**src/rtl/mem_ctrl.sv**
```systemverilog
// -----------------------------------------------------------------------------
// mem_ctrl
// Bridges a byte-addressed CPU load/store port onto a 16-bit word-wide RAM.
// Byte loads extract and zero-extend one lane. Byte stores use a
// read-modify-write cycle, because the RAM is always written a full word at a
// time (ram_be is tied to 2'b11). A word access with addr[0]=1 is rejected with
// cpu_err and never touches the RAM.
//
// Ports
//   clk        in   clock, all state updates on rising edge
//   rst_n      in   asynchronous active-low reset
//   cpu_req    in   access request, sampled only while idle
//   cpu_we     in   1 = store, 0 = load
//   cpu_byte   in   1 = byte access, 0 = word access
//   cpu_addr   in   byte address, bit 0 selects the lane
//   cpu_wdata  in   store data (byte stores use [7:0])
//   cpu_rdata  out  registered load result, valid while cpu_ack = 1
//   cpu_ack    out  one-cycle completion pulse
//   cpu_err    out  misaligned word access, qualified by cpu_ack
//   busy       out  high whenever the FSM is not idle
//   ram_addr   out  RAM word address
//   ram_wdata  out  RAM write data
//   ram_be     out  RAM byte enables, always 2'b11
//   ram_we     out  RAM write strobe
//   ram_rdata  in   RAM read data, one cycle after ram_addr is sampled
// -----------------------------------------------------------------------------
module mem_ctrl #(
    parameter int AW = 16,
    parameter int DW = 16
) (
    input  logic          clk,
    input  logic          rst_n,
    input  logic          cpu_req,
    input  logic          cpu_we,
    input  logic          cpu_byte,
    input  logic [AW-1:0] cpu_addr,
    input  logic [DW-1:0] cpu_wdata,
    output logic [DW-1:0] cpu_rdata,
    output logic          cpu_ack,
    output logic          cpu_err,
    output logic          busy,
    output logic [AW-1:0] ram_addr,
    output logic [DW-1:0] ram_wdata,
    output logic [1:0]    ram_be,
    output logic          ram_we,
    input  logic [DW-1:0] ram_rdata
);

    typedef enum logic [2:0] {
        IDLE,
        RD,
        RD_WAIT,
        WR,
        RMW_RD,
        RMW_WAIT,
        RMW_WR
    } state_e;

    state_e        state_q, state_d;
    logic [AW-1:0] addr_q, addr_d;
    logic          byte_q, byte_d;
    logic [7:0]    wbyte_q, wbyte_d;
    logic [DW-1:0] rdata_q, rdata_d;
    logic          ack_q, ack_d;
    logic          err_q, err_d;
    // Doubles as the RMW merge buffer; holding it in a register also keeps
    // ram_wdata stable while idle.
    logic [DW-1:0] ram_wdata_q, ram_wdata_d;

    logic [7:0]    rd_lane;

    assign rd_lane = addr_q[0] ? ram_rdata[15:8] : ram_rdata[7:0];

    always_comb begin
        state_d     = state_q;
        addr_d      = addr_q;
        byte_d      = byte_q;
        wbyte_d     = wbyte_q;
        rdata_d     = rdata_q;
        ack_d       = 1'b0;
        err_d       = 1'b0;
        ram_wdata_d = ram_wdata_q;

        case (state_q)
            IDLE: begin
                if (cpu_req) begin
                    if (!cpu_byte && cpu_addr[0]) begin
                        // Misaligned word access: answer at once and leave
                        // the latched address (and so ram_addr) untouched.
                        ack_d = 1'b1;
                        err_d = 1'b1;
                    end else begin
                        addr_d  = cpu_addr;
                        byte_d  = cpu_byte;
                        wbyte_d = cpu_wdata[7:0];
                        if (!cpu_we) begin
                            state_d = RD;
                        end else if (!cpu_byte) begin
                            state_d     = WR;
                            ram_wdata_d = cpu_wdata;
                        end else begin
                            state_d = RMW_RD;
                        end
                    end
                end
            end
            RD: state_d = RD_WAIT;
            RD_WAIT: begin
                rdata_d = byte_q ? {{(DW-8){1'b0}}, rd_lane} : ram_rdata;
                ack_d   = 1'b1;
                state_d = IDLE;
            end
            WR: begin
                ack_d   = 1'b1;
                state_d = IDLE;
            end
            RMW_RD: state_d = RMW_WAIT;
            RMW_WAIT: begin
                // Replace only the addressed lane, keep the other as read.
                ram_wdata_d = addr_q[0] ? {wbyte_q, ram_rdata[7:0]}
                                        : {ram_rdata[15:8], wbyte_q};
                state_d     = RMW_WR;
            end
            RMW_WR: begin
                ack_d   = 1'b1;
                state_d = IDLE;
            end
            default: state_d = IDLE;
        endcase
    end

    always_ff @(posedge clk or negedge rst_n) begin
        if (!rst_n) begin
            state_q     <= IDLE;
            addr_q      <= '0;
            byte_q      <= 1'b0;
            wbyte_q     <= '0;
            rdata_q     <= '0;
            ack_q       <= 1'b0;
            err_q       <= 1'b0;
            ram_wdata_q <= '0;
        end else begin
            state_q     <= state_d;
            addr_q      <= addr_d;
            byte_q      <= byte_d;
            wbyte_q     <= wbyte_d;
            rdata_q     <= rdata_d;
            ack_q       <= ack_d;
            err_q       <= err_d;
            ram_wdata_q <= ram_wdata_d;
        end
    end

    assign cpu_rdata = rdata_q;
    assign cpu_ack   = ack_q;
    assign cpu_err   = err_q;
    assign busy      = (state_q != IDLE);
    assign ram_addr  = {1'b0, addr_q[AW-1:1]};
    assign ram_wdata = ram_wdata_q;
    assign ram_be    = 2'b11;
    // Decoded straight from the state register, so an asynchronous reset
    // kills a pending write in the same instant.
    assign ram_we    = (state_q == WR) || (state_q == RMW_WR);

endmodule

```
**config.mk**
```make
export PLATFORM = sky130hd
export DESIGN_NAME = mem_ctrl
export DESIGN_NICKNAME = d
export VERILOG_FILES = /design/src/rtl/mem_ctrl.sv
export SDC_FILE = /design/constraint.sdc
export NUM_CORES = 1
export LEC_CHECK = 0
export CORE_MARGIN = 3
export CORE_UTILIZATION = 35
export DETAILED_ROUTE_END_ITERATION = 8
export GPL_ROUTABILITY_DRIVEN = 0
export HOLD_SLACK_MARGIN = 0.03
export PLACE_DENSITY = 0.65
export SYNTH_ARGS = -nofsm -noshare
export SYNTH_HDL_FRONTEND = slang
export SYNTH_SLANG_ARGS = --single-unit
```
**constraint.sdc**
```tcl
create_clock -name clk -period 2 [get_ports clk]
set_input_delay 0.2 -clock clk [delete_from_list [all_inputs] [get_ports clk]]
set_output_delay 0.2 -clock clk [all_outputs]
set_load 0.005 [all_outputs]
```
## Word-level counts from Yosys, hierarchy flattened

Index checks and enable logic that the tools add are counted.

- Input bits: 53
- Flip-flop bits (word level): 62
- Bits in latches: 0
- Bits in writable memories: 0
- Output and inout bits: 54
- Logic and storage cells: 46
- Bits in read-only memories: 0
- Memories: 0

- Divide/modulo/power cells: 0
- Shift operators: 0
- Bitwise gates (word level): 1
- Reduce and logical (&&, ||, !) cells: 10
- Add/subtract/negate cells: 0
- Multipliers: 0
- Order comparisons: 0
- Equal/unequal tests: 10
- Muxes and demuxes: 17

Operator list:

| kind | number |
|---|---|
| 2-to-1 mux 16 bit | 6 |
| case mux 16 bit (2 select lines) | 1 |
| 2-to-1 mux 3 bit | 4 |
| case mux 3 bit (4 select lines) | 1 |
| equality test 3 bit, second input constant | 3 |
| 2-to-1 mux 8 bit | 1 |
| inequality test 2 bit, second input constant | 4 |
| equality test 3 x 2 -> 1 bit, second input constant | 2 |
| AND reduction 5 bit | 1 |
| equality test 3 x 1 -> 1 bit, second input constant | 1 |
| logical NOT 3 bit | 1 |
| 2-to-1 mux 1 bit | 3 |
| AND reduction 3 bit | 1 |
| nonzero test 3 bit | 1 |
| OR reduction 3 bit | 1 |
| case mux 1 bit (2 select lines) | 1 |
| AND reduction 2 bit | 1 |
| nonzero test 2 bit | 1 |
| logical AND 1 bit | 1 |
| logical NOT 1 bit | 1 |
| logical OR 1 bit | 1 |
| NOT 1 bit | 1 |

## Depth between registers and ports, before layout

- Word-level depth: 5
- Mapped depth: 6
- Gate-level depth less buffers: 4

## Worst setup path after synthesis

OpenSTA, ideal clock, no wires.

- Path type: register to register
- Start point: reg state_q[0]
- End point: reg addr_q[10]
- Stages on the path, launching flop included: 7
- Required time: 1.875 ns
- Slack: 0.523 ns
- Library setup time: 0.125 ns
- Buffers on the path: 2
- Data arrival time: 1.352 ns
- Cell sequence: dfrtp_1 buf_4 nor3_4 and2_4 nand2_4 buf_6 mux2_4

- Word-level cells in the longest chain between the ends: 2

Ends and longest elaborated chain:

| item | line | source |
|---|---|---|
| start: declaration | 59 | `state_e state_q, state_d;` |
| start signal: assignment | 143 | `state_q <= state_d;` |
| logical NOT 3 bit | 84 | `case (state_q)` |
| AND reduction 3 bit (no line) | -- |  |
| end signal: assignment | 144 | `addr_q <= addr_d;` |
| end: declaration | 60 | `logic [AW-1:0] addr_q, addr_d;` |

Every way passes these cells.
A chain may end at the register's enable or synchronous reset.

## Final worst setup path

- Start point: reg state_q[0]
- End point: out ram_we

- Word-level cells in the longest chain between the ends: 2

Ends and longest elaborated chain:

| item | line | source |
|---|---|---|
| equality test 3 x 2 -> 1 bit / equality test 3 bit (equally long branches) | 163 | `assign ram_we = (state_q == WR) \|\| (state_q == RMW_WR);` |
| logical OR 1 bit * | 163 |  |
| end: declaration | 45 | `output logic ram_we,` |

Mark *: on every way between the ends. The rest lies on a longest branch, timed or not.

==> results by group <==
Timing
  – Number of hold violations in the final report: 0
  – Max Fclk: 0.550 GHz
  – Max-slew violation count: 0
  – Post-layout min period: 1.82 ns
  – Sum of negative setup slack: 0 ns
  – Setup violation total in the final timing report: 0
  – Unrepaired setup endpoints after global routing: no
  – Worst-case clock skew: 0.00686 ns
  – Final worst path period share: 0.909

Floorplanning
  – FP Rows: 33
  – Initial core utilization: 0.369
  – Horizontal die dimension: roughly 100 um
  – I/O pins: around 110
  – Die ar.: around 10000 um2
  – Die Y-Extent: between 100 and 150 um
  – Standard cell core area: ~8400 um2

Route
  – Routed vias: roughly 2.4k
  – Residual antenna-violating net count after detailed routing: 0
  – Pre-Repair DR Iteration Count: 4
  – Wirelength per Cell: about 16 um
  – Post-DR vias/cell: between 4 and 5
  – DRC violation count after routing: 0
  – Total length of routed wires: approximately 7600 um
  – DRC marker count from the first detailed-route iteration: ~110

Setup path
  – Type of the worst setup path: reg -> out
  – Critical Path Source Type: flop
  – CP Max Fanout: 10
  – Crit path arrival time: approximately 1.6 ns
  – Worst Setup End Kind: output port
  – Max stage delay on crit path: approximately 0.51 ns
  – Crit path max-delay family: flip-flops
  – Slowest cell on crit path: dfrtp_1
  – Required time of the critical path: around 1.8 ns
  – Cell-by-cell trace of the critical path: xnor2_1 -> nor2_1 -> clkdlybuf4s50_1
  – Buffers & Inverters on Critical Path: 1

Global routing
  – Number of global-route vias before repair: 2351
  – Grt ovf: 0
  – Maximum number of pins on one net before global-route repair: 35
  – Wire length of the first global-routing pass: 12400 um
  – Number of antenna violations at the first check in global routing: 0
  – All-layer global routing usage: 0.160

Final layout
  – Sequential cell area: between 1500 and 2000 um2
  – Most used cells in the layout excluding fill and tap cells: clkdlybuf4s50_1, dfrtp_1, o21ai_0
  – Combined area of the multi-input logic cells: approximately 1300 um2
  – Layout Area Growth over Synthesis: 40.8%
  – Net count reported at finish: about 430
  – Antenna cell count: 0
  – Fraction of layout instances using a drive strength above 1: 0.140
  – Leading cell type in the layout, fill and taps excluded: clkdlybuf4s50_1
  – Fillers: ~770

Synth
  – Number of instances in the synthesized netlist: around 290
  – Multiplexer share of the synthesized area: 0.185
  – Sequential share of the synthesized area: 0.499
  – Synthesis-stage register bit count: between 60 and 70
  – Warning count from the yosys run: 0
  – Post-synth cell types: 28
  – Combined area of all synthesized cells: 3110 um2
  – Synthesized-area fraction occupied by ao, oa, aoi and oai cells: 0.138
  – Adder and majority gate portion of the synthesized area: 0
  – Simple-gate share of the synthesized area: 0.0897
  – Combinational family with the most area after synthesis: multiplexers
  – Synth Area in XOR/XNOR: 0.00282
  – Mean post-synth cell area: 10.9 um2

CTS
  – Number of setup buffers added after CTS: 0
  – Hold-fix buffer count after cts: 1
  – Number of buffers created by CTS: 9
  – Clock latency on the worst-skew pair: 0.33 ns
  – Count of cells resized by post-cts repair: 0
  – Sink count of the clock tree: just over 60
  – Clock tree buffer depth: 2
  – Root buffer selected by CTS: clkbuf_8
  – TritonCTS clock tree: yes
  – Clock transition at path regs: 0.07 ns
  – Number of H-tree levels: 3

Min path
  – HP Class: in -> async

Status
  – Outcome: finished clean

Placement
  – Post-detail-place hpwl: between 5000 and 6000 um
  – Port Buffers: 103

Power and ir drop
  – Power density cells: roughly 1500 nW/um2
  – Tot Pwr: 0.00665 W
  – Peak supply drop: roughly 0.55 mV
  – Leakage component of the power: a little under 2 nW

Flow run
  – Total of max-cap violations: 0
[per-layer routing]
layer  GRT usage  wire [um]
met5           0          0
met3      0.0410        509
met4      0.0653        138
met1       0.232       3640
met2       0.226       3350
[final timing paths]
path	start	to	slack, ns	cells after the start
worst max-delay path	state_q[0]$_DFFE_PN0P_	ram_we	0.18	3
worst min-delay path	rst_n	ram_wdata[0]$_DFFE_PN0P_	0.26	2
worst max register to register	state_q[2]$_DFFE_PN0P_	addr_q[8]$_DFFE_PN0P_	0.37	5
worst min register to register	cpu_rdata[11]$_DFFE_PN0N_	cpu_rdata[11]$_DFFE_PN0N_	0.48	2
max in group asynchronous	rst_n	addr_q[15]$_DFFE_PN0P_	1.08	3
min in group clk	cpu_addr[5]	addr_q[5]$_DFFE_PN0P_	0.47	2
[metrics by stage]
step	hold WS (ns)	instance area, um2	utilization	instances	setup WS [ns]
CTS	0.263	4380	0.520	483	0.151
finish	0.265	4380	0.520	483	0.183
global placement	0.0868	4140	0.491	466	0.286
detailed placement	0.0894	4140	0.491	466	0.252
floorplan	-0.0956	3110	-	286	0.523
global route	0.282	4380	0.520	483	0.0529
[worst register-to-register path, cell delays in order, from the launching register on]
cell and delay, ns:
dfrtp_1 0.51, nor3_4 0.25, and2_4 0.19, nand2_4 0.07, buf_12 0.18, mux2_4 0.32
[synthesized netlist by cell type, drive strengths merged]
cell type  count  area (um2)
a21oi         18        90.1
a2bb2oi        1        15.0
a311oi         1        8.76
a31oi          3        18.8
and2           1        8.76
buf           30         219
clkbuf         7        26.3
conb           2        7.51
dfrtp         62        1550
inv            4        15.0
mux2          23         334
mux2i         24         240
nand2         20        82.6
nand2b         9        56.3
nand3b         1        7.51
nor2          23        86.3
nor2b          2        12.5
nor3           1        16.3
nor4b          1        8.76
o21ai         34         170
o22ai          1        6.26
o31ai         16         120
xnor2          1        8.76
[sequential cells by signal, summed over array words and instances, names as in the netlist]
name and cells:
addr_q 16, byte_q 1, cpu_ack 1, cpu_err 1, cpu_rdata 16, ram_wdata 16
state_q 3, wbyte_q 8
[power breakdown]
part           internal, W  switching [W]
Clock             0.000803       0.000471
Sequential         0.00186       0.000429
Combinational      0.00188        0.00120
Total              0.00454        0.00210
[cell families (layout without fill, tap and decap cells)]
family / Yosys count / after routing
simple gates: 58 / 58
compound gates: 74 / 74
other cells: 2 / 3
buf+inv: 41 / 133
xor+xnor: 1 / 1
flops: 62 / 62
mux: 47 / 47
[final cells by class]
type | count | share of cell area
sequential | 62 | 0.354
multi-input combinational | 183 | 0.298
timing repair buffer | 113 | 0.261
clock buffer | 13 | 0.0386
tap | 105 | 0.0300
clock inverter | 3 | 0.0149
inverter | 4 | 0.00343
Note: power is estimated with default switching activity, not from simulation.
